<file path="src/rtl/frame_buf_pkg.sv">
// Shared constants, read-enable polarity and scan state encoding for the frame scanner.
// Imported by frame_scan and scan_skid.
package frame_buf_pkg;

   // Memory read enable is active-low
   localparam logic ASSERT   = 1'b0;
   localparam logic DEASSERT = 1'b1;

   localparam int unsigned DEF_DATA_WIDTH = 24;
   localparam int unsigned DEF_ADDR_WIDTH = 3;
   localparam int unsigned DEF_LINE_LEN   = 4;

   typedef enum logic [1:0] {
      IDLE  = 2'd0,
      RUN   = 2'd1,
      DRAIN = 2'd2
   } scan_state_t;

   // Counter width that stays legal for a one-pixel line
   function automatic int unsigned cnt_width(input int unsigned n);
      return (n > 1) ? $clog2(n) : 1;
   endfunction

endpackage

</file>
<file path="src/rtl/scan_skid.sv">
// Two-entry output buffer for the pixel stream; head entry drives the outputs.
// The writer never pushes into a full buffer unless the same edge pops.
module scan_skid
   import frame_buf_pkg::*;
#(
   parameter int unsigned WIDTH = DEF_DATA_WIDTH + 2
) (
   input  logic             clk,
   input  logic             reset,
   input  logic [WIDTH-1:0] in_data,
   input  logic             in_valid,
   output logic [WIDTH-1:0] out_data,
   output logic             out_valid,
   input  logic             out_ready,
   output logic [1:0]       level
);

   logic [WIDTH-1:0] head;
   logic [WIDTH-1:0] tail;
   logic [1:0]       count;
   logic             push;
   logic             pop;

   assign out_valid = (count != 2'd0);
   assign out_data  = head;
   assign level     = count;
   assign push      = in_valid;
   assign pop       = out_valid && out_ready;

   always_ff @(posedge clk or negedge reset) begin
      if (!reset) begin
         head  <= '0;
         tail  <= '0;
         count <= '0;
      end else begin
         unique case ({push, pop})
            2'b10: begin
               if (count == 2'd0) begin
                  head <= in_data;
               end else begin
                  tail <= in_data;
               end
               if (count != 2'd2) begin
                  count <= count + 2'd1;
               end
            end
            2'b01: begin
               head  <= tail;
               count <= count - 2'd1;
            end
            2'b11: begin
               // Simultaneous push/pop keeps the level; order is preserved
               if (count == 2'd1) begin
                  head <= in_data;
               end else begin
                  head <= tail;
                  tail <= in_data;
               end
            end
            default: begin
            end
         endcase
      end
   end

endmodule

</file>
<file path="src/rtl/frame_scan.sv">
// Frame scanner: reads a frame from memory and streams it as pixels with sof/eol.
// Define FRAME_SCAN_REPEAT_EN to rescan the frame continuously after the first start.
module frame_scan
   import frame_buf_pkg::*;
#(
   parameter int unsigned DATA_WIDTH = DEF_DATA_WIDTH,
   parameter int unsigned ADDR_WIDTH = DEF_ADDR_WIDTH,
   parameter int unsigned LINE_LEN   = DEF_LINE_LEN
) (
   input  logic                  clk,
   input  logic                  reset,
   input  logic                  frame_rdy,
   output logic                  mem_rd_en,
   output logic [ADDR_WIDTH-1:0] mem_rd_addr,
   input  logic [DATA_WIDTH-1:0] mem_rd_data,
   output logic [DATA_WIDTH-1:0] pix_data,
   output logic                  pix_valid,
   input  logic                  pix_ready,
   output logic                  pix_sof,
   output logic                  pix_eol,
   output logic                  busy,
   output logic                  frame_done
);

   localparam int unsigned            LW        = cnt_width(LINE_LEN);
   localparam int unsigned            SW        = DATA_WIDTH + 2;
   localparam logic [ADDR_WIDTH-1:0]  LAST_ADDR = '1;
   localparam logic [LW-1:0]          LAST_COL  = LW'(LINE_LEN - 1);

   scan_state_t           state;
   scan_state_t           state_nxt;
   logic [ADDR_WIDTH-1:0] addr;
   logic [LW-1:0]         col;
   logic                  rd_pending;
   logic                  rd_sof;
   logic                  rd_eol;
   logic                  issue;
   logic                  has_slot;
   logic                  start;
   logic                  drained;
   logic                  pop;
   logic                  busy_r;
   logic                  done_r;
   logic [1:0]            level;
   logic [2:0]            slots_used;
   logic [SW-1:0]         skid_in;
   logic [SW-1:0]         skid_out;

`ifdef FRAME_SCAN_REPEAT_EN
   logic rescan;

   always_ff @(posedge clk or negedge reset) begin
      if (!reset) begin
         rescan <= 1'b0;
      end else if (state == DRAIN && drained) begin
         rescan <= 1'b1;
      end
   end

   assign start = frame_rdy || rescan;
`else
   assign start = frame_rdy;
`endif

   assign pop        = pix_valid && pix_ready;
   assign slots_used = {1'b0, level} + {2'b00, rd_pending};
   // A slot freed by this cycle's pop may be refilled, giving one read per clk
   assign has_slot   = (slots_used < 3'd2) || (slots_used == 3'd2 && pop);
   assign drained    = pop && (level == 2'd1) && !rd_pending;

   always_ff @(posedge clk or negedge reset) begin
      if (!reset) begin
         state <= IDLE;
      end else begin
         state <= state_nxt;
      end
   end

   always_comb begin
      state_nxt = state;
      issue     = 1'b0;
      unique case (state)
         IDLE: begin
            if (start) begin
               state_nxt = RUN;
            end
         end
         RUN: begin
            issue = has_slot;
            if (has_slot && addr == LAST_ADDR) begin
               state_nxt = DRAIN;
            end
         end
         DRAIN: begin
            if (drained) begin
               state_nxt = IDLE;
            end
         end
         default: state_nxt = IDLE;
      endcase
   end

   always_ff @(posedge clk or negedge reset) begin
      if (!reset) begin
         addr       <= '0;
         col        <= '0;
         rd_pending <= 1'b0;
         rd_sof     <= 1'b0;
         rd_eol     <= 1'b0;
         busy_r     <= 1'b0;
         done_r     <= 1'b0;
      end else begin
         rd_pending <= issue;
         done_r     <= 1'b0;
         if (issue) begin
            rd_sof <= (addr == '0);
            rd_eol <= (col == LAST_COL);
            addr   <= addr + 1'b1;
            col    <= (col == LAST_COL) ? '0 : col + 1'b1;
         end
         if (state == IDLE && start) begin
            addr   <= '0;
            col    <= '0;
            busy_r <= 1'b1;
         end
         if (state == DRAIN && drained) begin
            busy_r <= 1'b0;
            done_r <= 1'b1;
         end
      end
   end

   assign skid_in = {rd_sof, rd_eol, mem_rd_data};

   scan_skid #(
      .WIDTH(SW)
   ) u_skid (
      .clk      (clk),
      .reset    (reset),
      .in_data  (skid_in),
      .in_valid (rd_pending),
      .out_data (skid_out),
      .out_valid(pix_valid),
      .out_ready(pix_ready),
      .level    (level)
   );

   assign {pix_sof, pix_eol, pix_data} = skid_out;
   assign mem_rd_en   = issue ? ASSERT : DEASSERT;
   assign mem_rd_addr = addr;
   assign busy        = busy_r;
   assign frame_done  = done_r;

endmodule

</file>
<file path="config.mk">
export PLATFORM = sky130hd
export DESIGN_NAME = frame_scan
export DESIGN_NICKNAME = d
export VERILOG_FILES = /design/src/rtl/frame_buf_pkg.sv /design/src/rtl/scan_skid.sv /design/src/rtl/frame_scan.sv
export SDC_FILE = /design/constraint.sdc
export NUM_CORES = 1
export LEC_CHECK = 0
export CORE_ASPECT_RATIO = 1.2
export CORE_MARGIN = 2
export CORE_UTILIZATION = 30
export DETAILED_ROUTE_END_ITERATION = 6
export SLEW_MARGIN = 20
export SYNTH_ARGS = -nofsm -noshare
export SYNTH_HDL_FRONTEND = slang
export SYNTH_HIERARCHICAL = 1
export SYNTH_SLANG_ARGS = --single-unit
</file>
<file path="constraint.sdc">
create_clock -name clk -period 1.8 [get_ports clk]
set_input_delay 0.36 -clock clk [delete_from_list [all_inputs] [get_ports clk]]
set_output_delay 0.36 -clock clk [all_outputs]
set_load 0.05 [all_outputs]
</file>
==> results of run 1 <==
how the worst max path moves through the flow:
stage	startpoint	end	slack [ns]	cells after the start
finish	u_skid/level[0]$_DFFE_PN0P_	mem_rd_en	-0.26	6
global route	rd_pending$_DFF_PN0_	mem_rd_en	-0.36	6
CTS	u_skid/level[0]$_DFFE_PN0P_	mem_rd_en	-0.25	6
detailed placement	pix_ready	u_skid/out_data[15]$_DFFE_PN0P_	-0.43	5
global placement	pix_ready	u_skid/out_data[3]$_DFFE_PN0P_	-0.40	5
floorplan	u_skid/level[1]$_DFFE_PN0P_	rd_sof$_DFFE_PN0P_	-0.32	7
through the flow:
step                instance area, sq um  TNS, ns  power, mW  utilization (%)  hold WS, ns
finish                              4870    -5.13       12.0             48.5        0.498
global route                        4870    -9.61       12.7             48.5        0.517
CTS                                 4660    -7.42       11.5             46.4        0.505
detailed placement                  3900   -14.15       8.16             38.8        0.338
global placement                    3900   -13.14       8.06             38.8        0.331
floorplan                           3130   -0.879       6.57                -       0.0644
power breakdown:
| group | switching, mW | leakage, nW | total [mW] | internal, mW |
|---|---|---|---|---|
| clock network | 0.666 | 0.173 | 2.06 | 1.40 |
| logic | 3.63 | 1.36 | 7.27 | 3.64 |
| registers | 0.491 | 0.785 | 2.72 | 2.23 |
| total | 4.79 | 2.31 | 12.0 | 7.26 |
worst max-delay path, cell delays in order (launching register included):
cell and delay, ns:
dfrtp_1 0.40, ha_2 0.20, inv_2 0.06, ha_4 0.20
nor3b_4 0.16, a21oi_4 0.20, buf_12 0.16
logic make-up (layout without fill, tap and decap cells):
family / count (synthesis) / in the layout / synth area share [%]
mux: 33 / 33 / 12.0
buf+inv: 23 / 131 / 3.95
simple gates: 36 / 37 / 6.98
fa+ha+maj: 10 / 10 / 4.04
xor+xnor: 1 / 1 / 0.283
compound gates: 75 / 75 / 19.5
flops: 66 / 66 / 53.3
state kept, by name, indices dropped and copies added (netlist names):
signal,cells
u_skid/level,2
col,2
rd_eol,1
rd_pending,1
rd_sof,1
busy,1
state,2
u_skid/out_data,26
frame_done,1
mem_rd_addr,3
u_skid/tail,26
cells in the final DEF, fill, tap and decap left out, types with 2 or more instances in the layout:
master           Yosys  layout
mux2_4               2      28
o211ai_1             5       5
nor3_1               2       2
a21o_1              23      23
inv_4                0       2
nor2_4               0       2
a22o_1              22      22
dfrtp_1             66      66
a31oi_1              3       3
buf_16               0       4
buf_4                2      50
nand3b_1             4       4
mux2i_1              5       5
clkbuf_16            0      10
clkdlybuf4s50_1      0      26
bufinv_16            0       3
ha_4                 0       3
inv_2                2       3
inv_1                8       4
buf_12               0      13
a21oi_4              1       3
ha_1                10       6
o21ai_1              4       4
a211o_1              3       3
nand2_1             15      15
a21oi_1              4       2
o21ai_0              2       2
nor2_1               4       3
nor4b_1              2       2
buf_6                2       9
metal layers:
metal / GRT usage (%) / routed length (um) / vias up
met5: 0 / 0 / -
met4: 5.26 / 114 / 0
met3: 3.10 / 358 / 9
met2: 24.6 / 4190 / 64
met1: 19.4 / 3890 / 1195
li1: - / - / 1110
what timing repair did:
action                                  4_1_cts  5_1_grt
hold buffers                                  1        0
endpoints found under the setup margin       54       60
pin swaps                                    11       22
cloned                                        4        2
gates resized for setup                      45       15
setup buffers                                12       12
hold endpoints to repair                      8        0
layout make-up:
class                           instances  share of cell area [%]
Clock buffer                           10                    4.90
Clock inverter                          6                    2.31
Inverter                               10                   0.950
Multi-Input combinational cell        156                    31.2
Sequential cell                        66                    33.9
Tap cell                              126                    3.23
Timing Repair Buffer                  105                    23.5
==> flow_summary.json, run 1 <==
{
  "status": "finished with violations",
  "violations": "negative setup slack",
  "routed_wl_mm": 8.55,
  "synth_edf_count": 0,
  "root_buffer": "clkbuf_16",
  "fin_crit_sh_pct": 115,
  "clk_pin_slew_worst_paths_ns": 0.06,
  "tightest_slew_ns": 0.492,
  "fp.dieArea_sq_um": 11200,
  "setup_viol": 56,
  "dr.pass1.iters": 5,
  "fp.dieW_um": 96.8,
  "gp_congestion": 0.773,
  "async_flop_share_pct": 100,
  "drv_cap": 0,
  "antenna_left": 0,
  "rrSetupSlack_ns": -0.12,
  "drv_slew": 0,
  "post_drt_wl_per_cell_um": 17.8,
  "fill_cells": 887,
  "yosysMostFrequentCell": "dfrtp_1",
  "crit_required_ns": 1.44,
  "grt_overflow": 0,
  "hp-class": "reg2reg",
  "nets": 386,
  "yosys.area.top_type": "dfrtp_1",
  "arrival_ns": 1.70,
  "port_buffers": 60,
  "grt_max_degree": 31,
  "crit_path_end_kind": "output port",
  "dpl_worst_slack_ns": -0.431,
  "syn_inst": 244,
  "htree_levels": 3,
  "drtIter0Drc": 75,
  "grt_pass1_vias": 2424,
  "antenna_found_initial": 0,
  "netlist_area_sq_um": 3100,
  "syn-num-nets": 282,
  "drt-vias-per-instance": 4.96,
  "maxSlewHeadroom_pct": 67.1,
  "core_sq_um": 10100,
  "setup.worst_path.start_class": "register",
  "multi_input_area_sq_um": 1520,
  "rows": 40,
  "layoutNonFillerInstCount": 479,
  "dp_hpwl_mm": 4.57,
  "period_needed_ns": 2.06,
  "top_level_ports": 61,
  "hold_viol_final": 0,
  "ir_worst_vdd_uv": 1520,
  "r2r-start": "u_skid/level[0]$_DFFE_PN0P_",
  "worstPathMaxFanout": 2,
  "yosys_warnings": 6,
  "rsz0062_at_grt": "yes",
  "min_to": "u_skid/out_data[21]$_DFFE_PN0P_",
  "die-height_um": 115,
  "p_leak_nw": 2.31,
  "grt_use_total_pct": 14.8,
  "hold_depth": 2,
  "clk_path_buf_depth": 2,
  "cts_tree": "built",
  "vias": 2378,
  "ys_seq_area_share_pct": 53.3,
  "r2r_cells": 11,
  "synthTopCellsByCount": "66 x dfrtp_1, 23 x a21o_1, 22 x a22o_1, 22 x mux2_2, 15 x nand2_1",
  "netlist_top_cells_area": "dfrtp_1 53%, mux2_2 8.0%, a22o_1 6.2%",
  "finClkSkew_ns": 0.00719,
  "min-delay-start": "u_skid/out_data[21]$_DFFE_PN0P_",
  "drive_above_1_share_pct": 41.1,
  "critPathKind": "reg2out",
  "synthToLayoutAreaGrowth_pct": 57.2,
  "synth-seq-cells": 66,
  "grt_pass1_wl_mm": 12.9,
  "timing.final.ws_setup_ns": -0.263,
  "fmax_mhz": 485,
  "r2r-end": "u_skid/out_data[25]$_DFFE_PN0P_",
  "start_util_pct": 30.8,
  "drc": 0,
  "numCtsBuffers": 9,
  "synthDistinctLibCells": 45,
  "synth_area_per_cell_sq_um": 12.7,
  "ys.flop_type": "dfrtp_1",
  "ff_latch_area_sq_um": 1650,
  "synth.top_cell.area_share_pct": 53.3,
  "insertion_delay_ns": 0.32,
  "placed_cells": 434,
  "cts_num_sinks": 66,
  "antenna_cells": 0,
  "power_density_nw_per_um2": 2470
}
No activity file was read; power rests on OpenSTA's default activity.
==> run 2: changes to the inputs <==
--- a/config.mk
+++ b/config.mk
@@ -8,7 +8,9 @@
 export CORE_ASPECT_RATIO = 1.2
 export CORE_MARGIN = 2
 export CORE_UTILIZATION = 30
+export CTS_CLUSTER_SIZE = 14
 export DETAILED_ROUTE_END_ITERATION = 6
+export PLACE_DENSITY = 0.59
 export SLEW_MARGIN = 20
 export SYNTH_ARGS = -nofsm -noshare
 export SYNTH_HDL_FRONTEND = slang
==> run 2 against run 1 <==
Against the previous run:
- the run still ends with negative setup slack left
- critical path depth unchanged
- utilization increased by 0.57 points
- first-iteration DRC count rose by 43%
- non-clock buffer count rose by 5
- final area grew 1.2%
- clock power shrank 3%
- fmax increased by 0.76%
- routed wire length is 1.3% lower
- final cell count up 1.0%
- register-to-register slack barely moved
- power shrank 0.11%
- worst hold slack lost 0.0076 ns
- critical endpoint unchanged
- highest routed layer unchanged
==> flow_summary.json, run 2 (synthesized netlist as in run 1, its figures left out) <==
{
  "drv_cap": 0,
  "top_level_ports": 61,
  "fmax_mhz": 488,
  "hold_viol_final": 0,
  "dr.pass1.iters": 4,
  "violations": "negative setup slack",
  "dp_hpwl_mm": 4.59,
  "critPathKind": "reg2out",
  "clk_path_buf_depth": 2,
  "fp.dieW_um": 96.8,
  "grt_overflow": 0,
  "drc": 0,
  "fin_crit_sh_pct": 114,
  "die-height_um": 115,
  "grt_max_degree": 31,
  "insertion_delay_ns": 0.33,
  "root_buffer": "clkbuf_16",
  "cts_num_sinks": 66,
  "drtIter0Drc": 107,
  "finClkSkew_ns": 0.00523,
  "pwr-share-clk_pct": 16.7,
  "grt_use_total_pct": 14.1,
  "p_total_mw": 12.0,
  "power_density_nw_per_um2": 2440,
  "nets": 391,
  "setup_viol": 56,
  "start_util_pct": 30.8,
  "cp.buffers_inverters": 2,
  "period_needed_ns": 2.05,
  "crit_family": "flip-flops",
  "p_leak_nw": 2.34,
  "p_seq_share_pct": 22.5,
  "timing.final.ws_setup_ns": -0.248,
  "numCtsBuffers": 9,
  "status": "finished with violations",
  "crit_top_cell": "ha_4",
  "pwr-share-comb_pct": 60.8,
  "critical-path-max-stage-delay_ns": 0.44,
  "crit_path_end_kind": "output port",
  "tightest_slew_ns": 0.499,
  "vias": 2395,
  "fp.dieArea_sq_um": 11200,
  "setup.worst_path.start_class": "register",
  "port_buffers": 60,
  "grt_pass1_vias": 2422,
  "rsz0062_at_grt": "yes",
  "antenna_found_initial": 0,
  "cts_tree": "built",
  "rows": 40,
  "ir_worst_vdd_uv": 1410,
  "m1WireLength_mm": 4.01,
  "arrival_ns": 1.69,
  "cp_slowest_cell": "dfrtp_2",
  "antenna_cells": 0,
  "drt-vias-per-instance": 4.95,
  "clk_pin_slew_worst_paths_ns": 0.05,
  "antenna_left": 0,
  "netSwitchingPower_mw": 4.72,
  "drv_slew": 0,
  "routed_wl_mm": 8.44,
  "gp_congestion": 0.799,
  "setup_tns_ns": -4.67,
  "hp-class": "reg2reg",
  "fill_cells": 892,
  "post_drt_wl_per_cell_um": 17.4,
  "dpl_cell_area_sq_um": 3920,
  "crit_chain": "ha_4, inv_4, ha_4, nor3b_4, a21oi_4, buf_12",
  "final_common_cell": "dfrtp_1",
  "htree_levels": 3,
  "fin_area_sq_um": 4930,
  "final_cell_mix": "65 x dfrtp_1, 50 x buf_4, 28 x mux2_4",
  "worstPathMaxFanout": 3,
  "crit_required_ns": 1.44,
  "intPower_mw": 7.32,
  "p_sw_share_pct": 39.2,
  "highest_layer": "met4",
  "drive_above_1_share_pct": 41.9,
  "core_sq_um": 10100,
  "detailroute.wirelength.met3_um": 375,
  "synthToLayoutAreaGrowth_pct": 59.1,
  "grt_pass1_wl_mm": 12.5,
  "maxSlewHeadroom_pct": 66.7,
  "dr_wl_met2_mm": 3.93
}
run 2: changes by cell type in the layout (fill, tap and decap cells not counted), moves of 2 or more:
| cell | previous run | this run |
|---|---|---|
| buf_8 | 0 | 2 |
| clkbuf_16 | 10 | 13 |
| buf_6 | 9 | 12 |
| buf_12 | 13 | 11 |
run 2: what timing repair did:
| action | 4_1_cts | 5_1_grt |
|---|---|---|
| gates resized for setup | 50 | 19 |
| buffers inserted | 14 | 15 |
| endpoints found under the hold margin | 12 | 0 |
| endpoints found under the setup margin | 52 | 58 |
| pin swaps | 25 | 12 |
| hold buffers | 1 | 0 |
| gates cloned | 3 | 6 |
run 2: layout make-up:
| class | instances | area (sq um) | area share, % |
|---|---|---|---|
| clock buffers | 10 | 229 | 4.64 |
| clock inverters | 6 | 115 | 2.33 |
| inverters | 10 | 46.3 | 0.939 |
| multi-input cells | 156 | 1510 | 30.7 |
| flip-flops and latches | 66 | 1650 | 33.5 |
| well taps | 126 | 158 | 3.20 |
| repair buffers | 110 | 1220 | 24.7 |
run 2: worst paths after layout:
kind	start	to	slack [ns]	cells after the start
setup / recovery	u_skid/level[0]$_DFFE_PN0P_	mem_rd_en	-0.25	6
hold / removal	u_skid/out_data[12]$_DFFE_PN0P_	u_skid/out_data[12]$_DFFE_PN0P_	0.49	2
setup reg to reg	u_skid/level[0]$_DFFE_PN0P_	u_skid/out_data[6]$_DFFE_PN0P_	-0.12	11
hold reg to reg	u_skid/out_data[12]$_DFFE_PN0P_	u_skid/out_data[12]$_DFFE_PN0P_	0.49	2
max in group asynchronous	reset	u_skid/level[0]$_DFFE_PN0P_	0.74	3
min in group asynchronous	reset	u_skid/tail[0]$_DFFE_PN0P_	0.53	2
run 2: per-stage QoR:
stage	hold slack [ns]	setup WS [ns]	cells	util [%]
6_report	0.490	-0.248	484	49.0
5_1_grt	0.517	-0.313	484	49.0
4_1_cts	0.497	-0.267	466	46.0
3_5_place_dp	0.349	-0.401	434	39.0
3_3_place_gp	0.342	-0.383	434	39.0
2_1_floorplan	0.0644	-0.320	244	-
run 2: worst register-to-register path, stage by stage, from the launching register on:
cell and delay, ns:
dfrtp_2 0.44, inv_2 0.09, ha_4 0.15, buf_6 0.11, buf_6 0.09, nor2b_4 0.04
a21boi_4 0.14, buf_12 0.14, buf_8 0.12, clkbuf_16 0.16, a22o_1 0.18, a21o_1 0.15
run 2: power by group through the flow:
stage	sequential [mW]	clock, mW	combinational, mW
final	2.71	2.00	7.32
after global routing	2.82	2.12	7.78
after CTS	2.71	2.05	6.60
after detailed placement	2.71	0	5.50
after global placement	2.68	0	5.43
after floorplan	3.77	0	2.79
run 2: routing by layer:
metal	GRT usage, %	vias up
met5	0	-
met4	4.98	0
met3	4.01	8
met2	22.7	65
met1	18.4	1206
li1	-	1116
